## src/rtl/spram_pkg.sv

```systemverilog
// Shared types and helpers for the spram bus controller.
package spram_pkg;

   typedef enum logic [0:0] {
      CLEAR = 1'b0,
      SERVE = 1'b1
   } spram_ctrl_state_e;

   // Widest byte-enable vector be2bwm accepts; callers zero-extend and slice the result.
   localparam int BWM_MAX_BE = 64;

   function automatic logic [BWM_MAX_BE*8-1:0] be2bwm(input logic [BWM_MAX_BE-1:0] be);
      logic [BWM_MAX_BE*8-1:0] m;
      m = '0;
      for (int k = 0; k < BWM_MAX_BE; k++) begin
         m[8*k +: 8] = {8{be[k]}};
      end
      return m;
   endfunction

endpackage

```

## src/rtl/spram_bus_ctrl.sv

```systemverilog
// Req/gnt bus front end for a single-port byte-masked SRAM, with a clear engine
// that zeroes the whole array after reset or on request.
module spram_bus_ctrl
   import spram_pkg::*;
#(
   parameter int DEPTH          = 1024,
   parameter int WIDTH          = 32,
   parameter bit CLEAR_ON_RESET = 1'b1,
   localparam int DEPTH_W       = $clog2(DEPTH),
   localparam int BE_W          = WIDTH / 8,
   localparam int OFF_W         = $clog2(BE_W)
) (
   input  logic               CLK,
   input  logic               RST,
   input  logic               req_i,
   output logic               gnt_o,
   input  logic               we_i,
   input  logic [BE_W-1:0]    be_i,
   input  logic [31:0]        addr_i,
   input  logic [WIDTH-1:0]   wdata_i,
   output logic               rvalid_o,
   output logic [WIDTH-1:0]   rdata_o,
   input  logic               clear_i,
   output logic               init_done_o,
   output logic               ram_ce,
   output logic               ram_we,
   output logic [WIDTH-1:0]   ram_bwm,
   output logic [WIDTH-1:0]   ram_d,
   output logic [DEPTH_W-1:0] ram_a,
   input  logic [WIDTH-1:0]   ram_q
);

   localparam logic [31:0]        ADDR_USED = ((32'd1 << DEPTH_W) - 32'd1) << OFF_W;
   localparam logic [DEPTH_W-1:0] LAST_IDX  = DEPTH_W'(DEPTH - 1);

   spram_ctrl_state_e            state_q, state_d;
   logic [DEPTH_W-1:0]           cnt_q, cnt_d;
   logic                         rvalid_q;
   logic                         gnt;
   logic [DEPTH_W-1:0]           word_idx;
   logic [BWM_MAX_BE-1:0]        be_ext;
   logic [BWM_MAX_BE*8-1:0]      bwm_full;
   logic                         unused_sig;

   assign word_idx   = addr_i[OFF_W+DEPTH_W-1:OFF_W];
   assign be_ext     = BWM_MAX_BE'(be_i);
   assign bwm_full   = be2bwm(be_ext);
   // Aliased upper address bits and byte-offset bits are deliberately ignored.
   assign unused_sig = ^{addr_i & ~ADDR_USED, bwm_full};

   always_comb begin
      state_d = state_q;
      cnt_d   = cnt_q;
      gnt     = 1'b0;
      ram_ce  = 1'b0;
      ram_we  = 1'b0;
      ram_bwm = '0;
      ram_d   = '0;
      ram_a   = '0;
      // Everything stays idle while reset is held so no stray access or grant escapes.
      if (!RST) begin
         case (state_q)
            CLEAR: begin
               ram_ce  = 1'b1;
               ram_we  = 1'b1;
               ram_bwm = '1;
               ram_a   = cnt_q;
               if (cnt_q == LAST_IDX) begin
                  state_d = SERVE;
                  cnt_d   = '0;
               end else begin
                  cnt_d = cnt_q + 1'b1;
               end
            end
            SERVE: begin
               if (clear_i) begin
                  state_d = CLEAR;
               end else if (req_i) begin
                  gnt     = 1'b1;
                  ram_ce  = 1'b1;
                  ram_we  = we_i;
                  ram_a   = word_idx;
                  ram_d   = wdata_i;
                  ram_bwm = bwm_full[WIDTH-1:0];
               end
            end
            default: state_d = SERVE;
         endcase
      end
   end

   always_ff @(posedge CLK) begin
      if (RST) begin
         state_q  <= CLEAR_ON_RESET ? CLEAR : SERVE;
         cnt_q    <= '0;
         rvalid_q <= 1'b0;
      end else begin
         state_q  <= state_d;
         cnt_q    <= cnt_d;
         rvalid_q <= gnt;
      end
   end

   assign gnt_o       = gnt;
   assign rvalid_o    = rvalid_q & ~RST;
   assign rdata_o     = ram_q;
   assign init_done_o = (state_q == SERVE);

endmodule

```

## config.mk

```make
export PLATFORM = sky130hd
export DESIGN_NAME = spram_bus_ctrl
export DESIGN_NICKNAME = d
export VERILOG_FILES = /design/src/rtl/spram_pkg.sv /design/src/rtl/spram_bus_ctrl.sv
export SDC_FILE = /design/constraint.sdc
export NUM_CORES = 1
export LEC_CHECK = 0
export ABC_CLOCK_PERIOD_IN_PS = 2700
export BUFFER_PORTS_ARGS = -buffer_cell sky130_fd_sc_hd__buf_2
export CAP_MARGIN = 20
export CORE_AREA = 2 2 83 85
export DETAILED_ROUTE_END_ITERATION = 8
export DIE_AREA = 0 0 85 87
export SLEW_MARGIN = 15
export SYNTH_ARGS = -nofsm -noshare
export SYNTH_HDL_FRONTEND = slang
export SYNTH_SLANG_ARGS = --single-unit
```

## constraint.sdc

```tcl
create_clock -name CLK -period 2.7 [get_ports CLK]
set_input_delay 0.27 -clock CLK [delete_from_list [all_inputs] [get_ports CLK]]
set_output_delay 0.27 -clock CLK [all_outputs]
set_load 0.01 [all_outputs]
```

# Word level (Yosys, flattened, before mapping)
# Index checks and enable logic that the tools add are counted.
op_classes:
  bitwise: 3
  add_sub_neg: 1
  n_eq_ne: 1
  muxes: 26
op_table:
  columns: ["operator", "count"]
  rows:
  - ["two-way mux 32 bit", 7]
  - ["case mux 32 bit (2 select lines)", 1]
  - ["two-way mux 10 bit", 4]
  - ["case mux 10 bit (2 select lines)", 1]
  - ["adder 10 x 1 -> 10 bit, second input constant", 1]
  - ["equality test 10 bit, second input constant", 1]
  - ["two-way mux 1 bit", 10]
  - ["case mux 1 bit (2 select lines)", 3]
  - ["inverter 1 bit", 2]
  - ["bitwise AND 1 bit", 1]
word_totals:
  wordCells: 34
  inputBits: 105
  reg_bits: 12

# Logic depth before layout (Yosys ltp)
# Gate-level depths: netlist of run 1.
depth:
  depth_word: 4
  ltp_mapped: 4
  depth_no_buf: 4

# Worst setup path after synthesis of run 1
# OpenSTA, ideal clock, no wires.
synth_timing:
  path_type: "in2out"
  from: "input RST"
  to: "output ram_bwm[10]"
  n_path_buf: 3
  t_required_ps: 2430
  slack_ps: 1101
  t_arrival_ps: 1329
  path_stages: 4
  cell_sequence: "clkbuf_1 > clkbuf_1 > a21oi_1 > buf_4"
synth_between:
  elab_chain_cells: 1
synth_lines:
  columns: ["element", "line_no", "text"]
  rows:
  - ["start, declared", "spram_bus_ctrl.sv:14", "input logic RST,"]
  - ["two-way mux 32 bit", "spram_bus_ctrl.sv:61", "if (!RST) begin"]
  - ["end, declared", "spram_bus_ctrl.sv:27", "output logic [WIDTH-1:0] ram_bwm,"]
# No other way between the ends.

# Worst setup path in the final report of run 1
layout_timing:
  from: "register state_q, in the netlist init_done_o"
  to: "output ram_a[5]"
layout_between:
  elab_chain_cells: 3
layout_lines:
  columns: ["element", "line_no", "text"]
  rows:
  - ["start, declared", "spram_bus_ctrl.sv:36", "spram_ctrl_state_e state_q, state_d;"]
  - ["start signal, assigned", "spram_bus_ctrl.sv:94", "state_q <= CLEAR_ON_RESET ? CLEAR : SERVE;"]
  - ["start signal, assigned", "spram_bus_ctrl.sv:98", "state_q <= state_d;"]
  - ["inverter 1 bit", null, null]
  - ["case mux 10 bit (2 select lines) *", "spram_bus_ctrl.sv:62", "case (state_q)"]
  - ["two-way mux 10 bit *", "spram_bus_ctrl.sv:61", null]
  - ["end, declared", "spram_bus_ctrl.sv:29", "output logic [DEPTH_W-1:0] ram_a,"]
# Mark *: on every way between the ends. The rest lies on a longest branch, timed or not.

==> results.json, run 1 <==
{
  "wl_per_cell_um": 10.97,
  "grt_usage_pct": 7.915,
  "fin_crit_ps": 2080,
  "required_ps": 2430,
  "antenna_left": 0,
  "tns_ps": 0,
  "worstPathCellList": "nand2b_1 > nor3b_4 > buf_4 > a22o_1 > buf_2",
  "final_hold_viol_count": 0,
  "path_max_fanout": 43,
  "dr.first_iter.drc_count": 58,
  "die_area_um2": 7395,
  "postCtsSetupBuffers": 0,
  "hold_slack_ps": 308.2,
  "die_h_um": 87,
  "diodes": 0,
  "cts_max_level": 1,
  "ys_types": 28,
  "ff_latch_area_um2": 240.2,
  "fp-row-count": 30,
  "area_growth_pct": 22.18,
  "wl_um": 3663,
  "dp.cells": 330,
  "power_density_nw_per_um2": 283.7,
  "clkTransAtPathRegs_ps": 50,
  "num_vias": 1393,
  "synth_fp_nets": 296,
  "grt_antenna_before_repair": 0,
  "ir_worst_vdd_mv": 0.1356,
  "rsz0062_at_grt": "false",
  "async_flop_share_pct": 0,
  "synth.most_common_cell": "buf_4",
  "dr.pass1.iters": 4,
  "cts_made_buffers": 3,
  "yosysSeqAreaShare_pct": 16.90,
  "fp.dieW_um": 85,
  "clock_skew_ps": 1.647,
  "clock-sinks": 12,
  "cts_resized": 0,
  "start_util_pct": 21.64,
  "max_freq_mhz": 480.8,
  "yosysWarnings": 0,
  "p_total_w": 0.0004928,
  "grt_pass1_vias": 1003,
  "fin_util_pct": 26.44,
  "post_synth.cell_area_avg_um2": 7.481,
  "hold_buffers": 0,
  "synth_top_area_cell": "buf_4",
  "cp_slowest_cell": "dfxtp_1",
  "setup.worst_path.end_class": "primary output",
  "grt_overflow": 0,
  "synth_area_leaders": "buf_4 (33%), dfxtp_1 (17%), and2_1 (14%), a22o_1 (6.2%), a21oi_1 (4.6%)",
  "nets": 361,
  "drv_cap": 0,
  "globalplace.congestion": 0.7110,
  "outcome": "complete, no violations",
  "synth_edf_count": 0,
  "finalCritPeriodShare_pct": 77.02,
  "met1_usage_pct": 9.174,
  "setup_viol": 0,
  "core_area_um2": 6569,
  "grt_use_met2_pct": 13.85,
  "synth_commonest_cells": "buf_4 (63), and2_1 (32), a21oi_1 (13)",
  "fin_cells": 334,
  "r2r_cells": 4,
  "num-fill-cells": 720,
  "hold_path_class": "in -> reg",
  "multi_input_area_um2": 665.6,
  "drv_slew": 0,
  "busiest_layer": "met2",
  "critPathArrivalTime_ps": 1810,
  "slew_headroom_pct": 48.88,
  "drc": 0,
  "cpPeakStageDelay_ps": 510,
  "vias_per_cell": 4.171,
  "worstSetupPathType": "reg -> out",
  "cts_tree": "done",
  "synthCells": 190,
  "ioPinCount": 216,
  "tightestPinTransition_ps": 763.9,
  "netlist.area_leader.share_pct": 33.27,
  "syn_area_um2": 1421,
  "leakage_nw": 0.9464,
  "min_path_cells": 2,
  "root_buffer": "clkbuf_8",
  "clk_latency_ps": 240,
  "ys_seq_elements": 12,
  "clk_path_buf_depth": 2,
  "grt_max_degree": 44,
  "yosys_most_used_dff": "dfxtp_1",
  "final_layout_size_suffix_gt1_share_pct": 54.33,
  "crit_path_start_kind": "flip-flop",
  "io_buffers": 129,
  "grt_pass1_wl_um": 4685,
  "use_met3_pct": 2.844
}
## state kept, by name (all words and copies together), names as in the netlist
| signal | flops |
|---|---|
| cnt_q | 10 |
| init_done_o | 1 |
| rvalid_q | 1 |
## per-layer routing
metal	wire length (um)	vias up	part of all wire, %
li1	-	702	-
met1	1499	623	41
met2	1799	66	49
met3	356	2	9.7
met4	8	0	0.22
met5	0	-	0
## critical path: cells and delay by family, from the launching register on
family / cells / cell delay (ps)
AND/OR/NAND/NOR: 2 / 380
buffers and inverters: 2 / 450
flip-flops: 1 / 510
AO/OA/AOI/OAI: 1 / 200
## worst paths after layout
| check | endpoint | slack [ps] | from |
|---|---|---|---|
| worst max-delay path | ram_a[5] | 620 | init_done_o$_SDFF_PP0_ |
| worst max register to register | cnt_q[7]$_SDFFE_PP0N_ | 980 | cnt_q[0]$_SDFFE_PP0N_ |
| worst min register to register | cnt_q[9]$_SDFFE_PP0N_ | 510 | cnt_q[9]$_SDFFE_PP0N_ |
| worst min-delay path | rvalid_q$_SDFF_PP0_ | 310 | req_i |
## cells in the final DEF, fill, tap and decap left out
cell type	n
ha_1	1
inv_1	4
a22o_1	10
o311ai_0	1
o41ai_1	1
a21oi_1	13
nand3_2	1
or3_1	4
xnor2_1	1
nand2_1	9
or3_2	1
nor2_1	5
nand3b_1	1
nor2b_1	3
nand2b_1	1
nand4_1	4
clkbuf_8	4
nor3b_4	1
and2_1	32
xor2_1	3
o21ai_0	4
nor3b_1	1
or4_1	1
buf_2	129
nand4b_1	3
o31ai_1	2
dfxtp_1	12
buf_4	2
## stage by stage
stage | cell area (um^2) | setup slack, ps
2_1_floorplan | 1421 | 1101
3_3_place_gp | 1682 | 889.4
6_report | 1737 | 620.3
5_1_grt | 1737 | 449.5
3_5_place_dp | 1682 | 861.0
4_1_cts | 1737 | 589.5
## cell families (layout without fill, tap and decap cells)
family	after synthesis	in the layout	share of synthesized area, %
simple gates	67	67	28.61
xor+xnor	4	4	2.465
compound gates	31	31	14.44
buf+inv	75	139	36.71
fa+ha+maj	1	1	0.8801
flops	12	12	16.90
## final cells by class
class                      count  share of cell area [%]
timing repair buffer         131                   38.04
clock buffer                   4                   3.170
sequential                    12                   13.83
tap                           80                   5.764
multi-input combinational    103                   38.33
inverter                       4                  0.8646
## power by group
group	switching [W]	leakage (nW)	internal [W]
registers	0.00000731	0.0973	0.000181
clock network	0.0000680	0.0288	0.000129
logic	0.0000529	0.820	0.0000545
total	0.000128	0.946	0.000365
No activity file was read; power rests on OpenSTA's default activity.
==> inputs of run 2 (changes only) <==
--- a/config.mk
+++ b/config.mk
@@ -5,7 +5,7 @@
 export SDC_FILE = /design/constraint.sdc
 export NUM_CORES = 1
 export LEC_CHECK = 0
-export ABC_CLOCK_PERIOD_IN_PS = 2700
+export ABC_CLOCK_PERIOD_IN_PS = 2100
 export BUFFER_PORTS_ARGS = -buffer_cell sky130_fd_sc_hd__buf_2
 export CAP_MARGIN = 20
 export CORE_AREA = 2 2 83 85
==> constraint.sdc (replaced) <==
create_clock -name CLK -period 2.1 [get_ports CLK]
set_input_delay 0.21 -clock CLK [delete_from_list [all_inputs] [get_ports CLK]]
set_output_delay 0.21 -clock CLK [all_outputs]
set_load 0.01 [all_outputs]
==> results.json, run 2 (synthesis results as in run 1) <==
{
  "outcome": "complete, no violations",
  "final_layout_size_suffix_gt1_share_pct": 55.08,
  "r2r-start": "cnt_q[0]$_SDFFE_PP0N_",
  "cp_num_buf_inv": 2,
  "cts_made_buffers": 3,
  "wl_um": 3622,
  "hold_end": "rvalid_q$_SDFF_PP0_",
  "worstPathCellList": "nand2b_1 > nor3b_4 > buf_4 > a22o_1 > buf_2",
  "final_cell_mix": "buf_2 (129), and2_1 (32), a21oi_1 (13)",
  "path_max_fanout": 43,
  "globalplace.congestion": 0.7254,
  "grt_pass1_wl_um": 4836,
  "fin_ws_ps": 284.2,
  "r2r_cells": 4,
  "setup_viol": 0,
  "final_hold_viol_count": 0,
  "grt_overflow": 0,
  "ff2ff_setup_slack_ps": 430,
  "hold_buffers": 0,
  "power_density_nw_per_um2": 356.4,
  "grt_usage_pct": 8.187,
  "fin_cells": 336,
  "clock-sinks": 12,
  "finalCritPeriodShare_pct": 86.47,
  "fp-row-count": 30,
  "core_area_um2": 6569,
  "start_util_pct": 21.64,
  "p_seq_share_pct": 38.7,
  "swShare_pct": 24.89,
  "grt_pass1_vias": 1049,
  "cts_resized": 0,
  "drv_cap": 0,
  "area_growth_pct": 23.42,
  "num_vias": 1380,
  "dpl_worst_slack_ps": 406.7,
  "drc": 0,
  "setup.worst_path.end_class": "primary output",
  "clkTransAtPathRegs_ps": 50,
  "p_switching_w": 0.0001556,
  "root_buffer": "clkbuf_8",
  "io_buffers": 129,
  "diodes": 0,
  "crit_family": "buffers and inverters",
  "cts_tree": "done",
  "critPathArrivalTime_ps": 1610,
  "die_h_um": 87,
  "placed_area_um2": 1697,
  "cp-startpoint": "init_done_o$_SDFF_PP0_",
  "p_clk_share_pct": 38.9,
  "p_comb_share_pct": 22.3,
  "hold_path_class": "in -> reg",
  "dr.pass1.iters": 4,
  "grt_max_degree": 44,
  "cp.depth": 5,
  "worstSetupPathType": "reg -> out",
  "final_common_cell": "buf_2",
  "top_register": "cnt_q",
  "p_total_w": 0.0006252,
  "die_area_um2": 7395,
  "slew_headroom_pct": 63.74,
  "clock_skew_ps": 3.206,
  "tightestPinTransition_ps": 539.3,
  "cts_max_level": 1,
  "postCtsSetupBuffers": 0,
  "tns_ps": 0,
  "hpwl_um": 2873,
  "wl_per_cell_um": 10.78,
  "vias_per_cell": 4.107,
  "hp-start": "req_i",
  "rsz0062_at_grt": "false",
  "cpPeakStageDelay_ps": 360,
  "antenna_left": 0,
  "fp.dieW_um": 85,
  "final_area_um2": 1754,
  "fin_crit_ps": 1816,
  "leakage_nw": 0.9569,
  "drv_slew": 0,
  "clk_path_buf_depth": 2,
  "nets": 363,
  "required_ps": 1890,
  "worstReg2RegEnd": "cnt_q[3]$_SDFFE_PP0N_",
  "crit_path_start_kind": "flip-flop",
  "grt_antenna_before_repair": 0,
  "ir_worst_vdd_mv": 0.1885,
  "cp_slowest_cell": "dfxtp_1",
  "max_freq_mhz": 550.7,
  "dp.cells": 332,
  "min_path_cells": 2,
  "p_int_w": 0.0004696,
  "dr.first_iter.drc_count": 75,
  "largest_reg_flops": 10,
  "ioPinCount": 216,
  "clk_latency_ps": 230
}
run 2: how the worst max path moves through the flow:
stage,to
CTS,ram_a[8]
detailed placement,ram_a[8]
global placement,ram_a[3]
global route,ram_a[8]
floorplan,ram_bwm[10]
finish,ram_a[8]
run 2: power by group through the flow:
stage | clock (W) | combinational (W) | sequential (W)
2_1_floorplan | 0 | 0.000162 | 0.000242
3_3_place_gp | 0 | 0.000141 | 0.000247
3_5_place_dp | 0 | 0.000141 | 0.000247
4_1_cts | 0.000255 | 0.000141 | 0.000242
5_1_grt | 0.000264 | 0.000155 | 0.000244
6_report | 0.000243 | 0.000140 | 0.000242
run 2: area by class of cell:
type | instances | area, um^2
Multi-Input combinational cell | 103 | 668.1
Fill cell | 728 | 4815
Tap cell | 80 | 100.1
Timing Repair Buffer | 133 | 675.6
Inverter | 4 | 15.01
Clock buffer | 4 | 55.05
Sequential cell | 12 | 240.2
run 2: per-stage QoR:
step | utilization, % | hold WS [ps]
2_1_floorplan | - | 376.6
3_3_place_gp | 25.83 | 420.1
3_5_place_dp | 25.83 | 420.1
4_1_cts | 26.67 | 258.4
5_1_grt | 26.70 | 259.5
6_report | 26.70 | 261.8
run 2: metal layers:
layer	vias up	track usage, %	part of all wire (%)
li1	703	-	-
met1	599	9.158	39
met2	70	14.49	49
met3	8	2.654	11
met4	0	3.030	1.5
met5	-	0	0
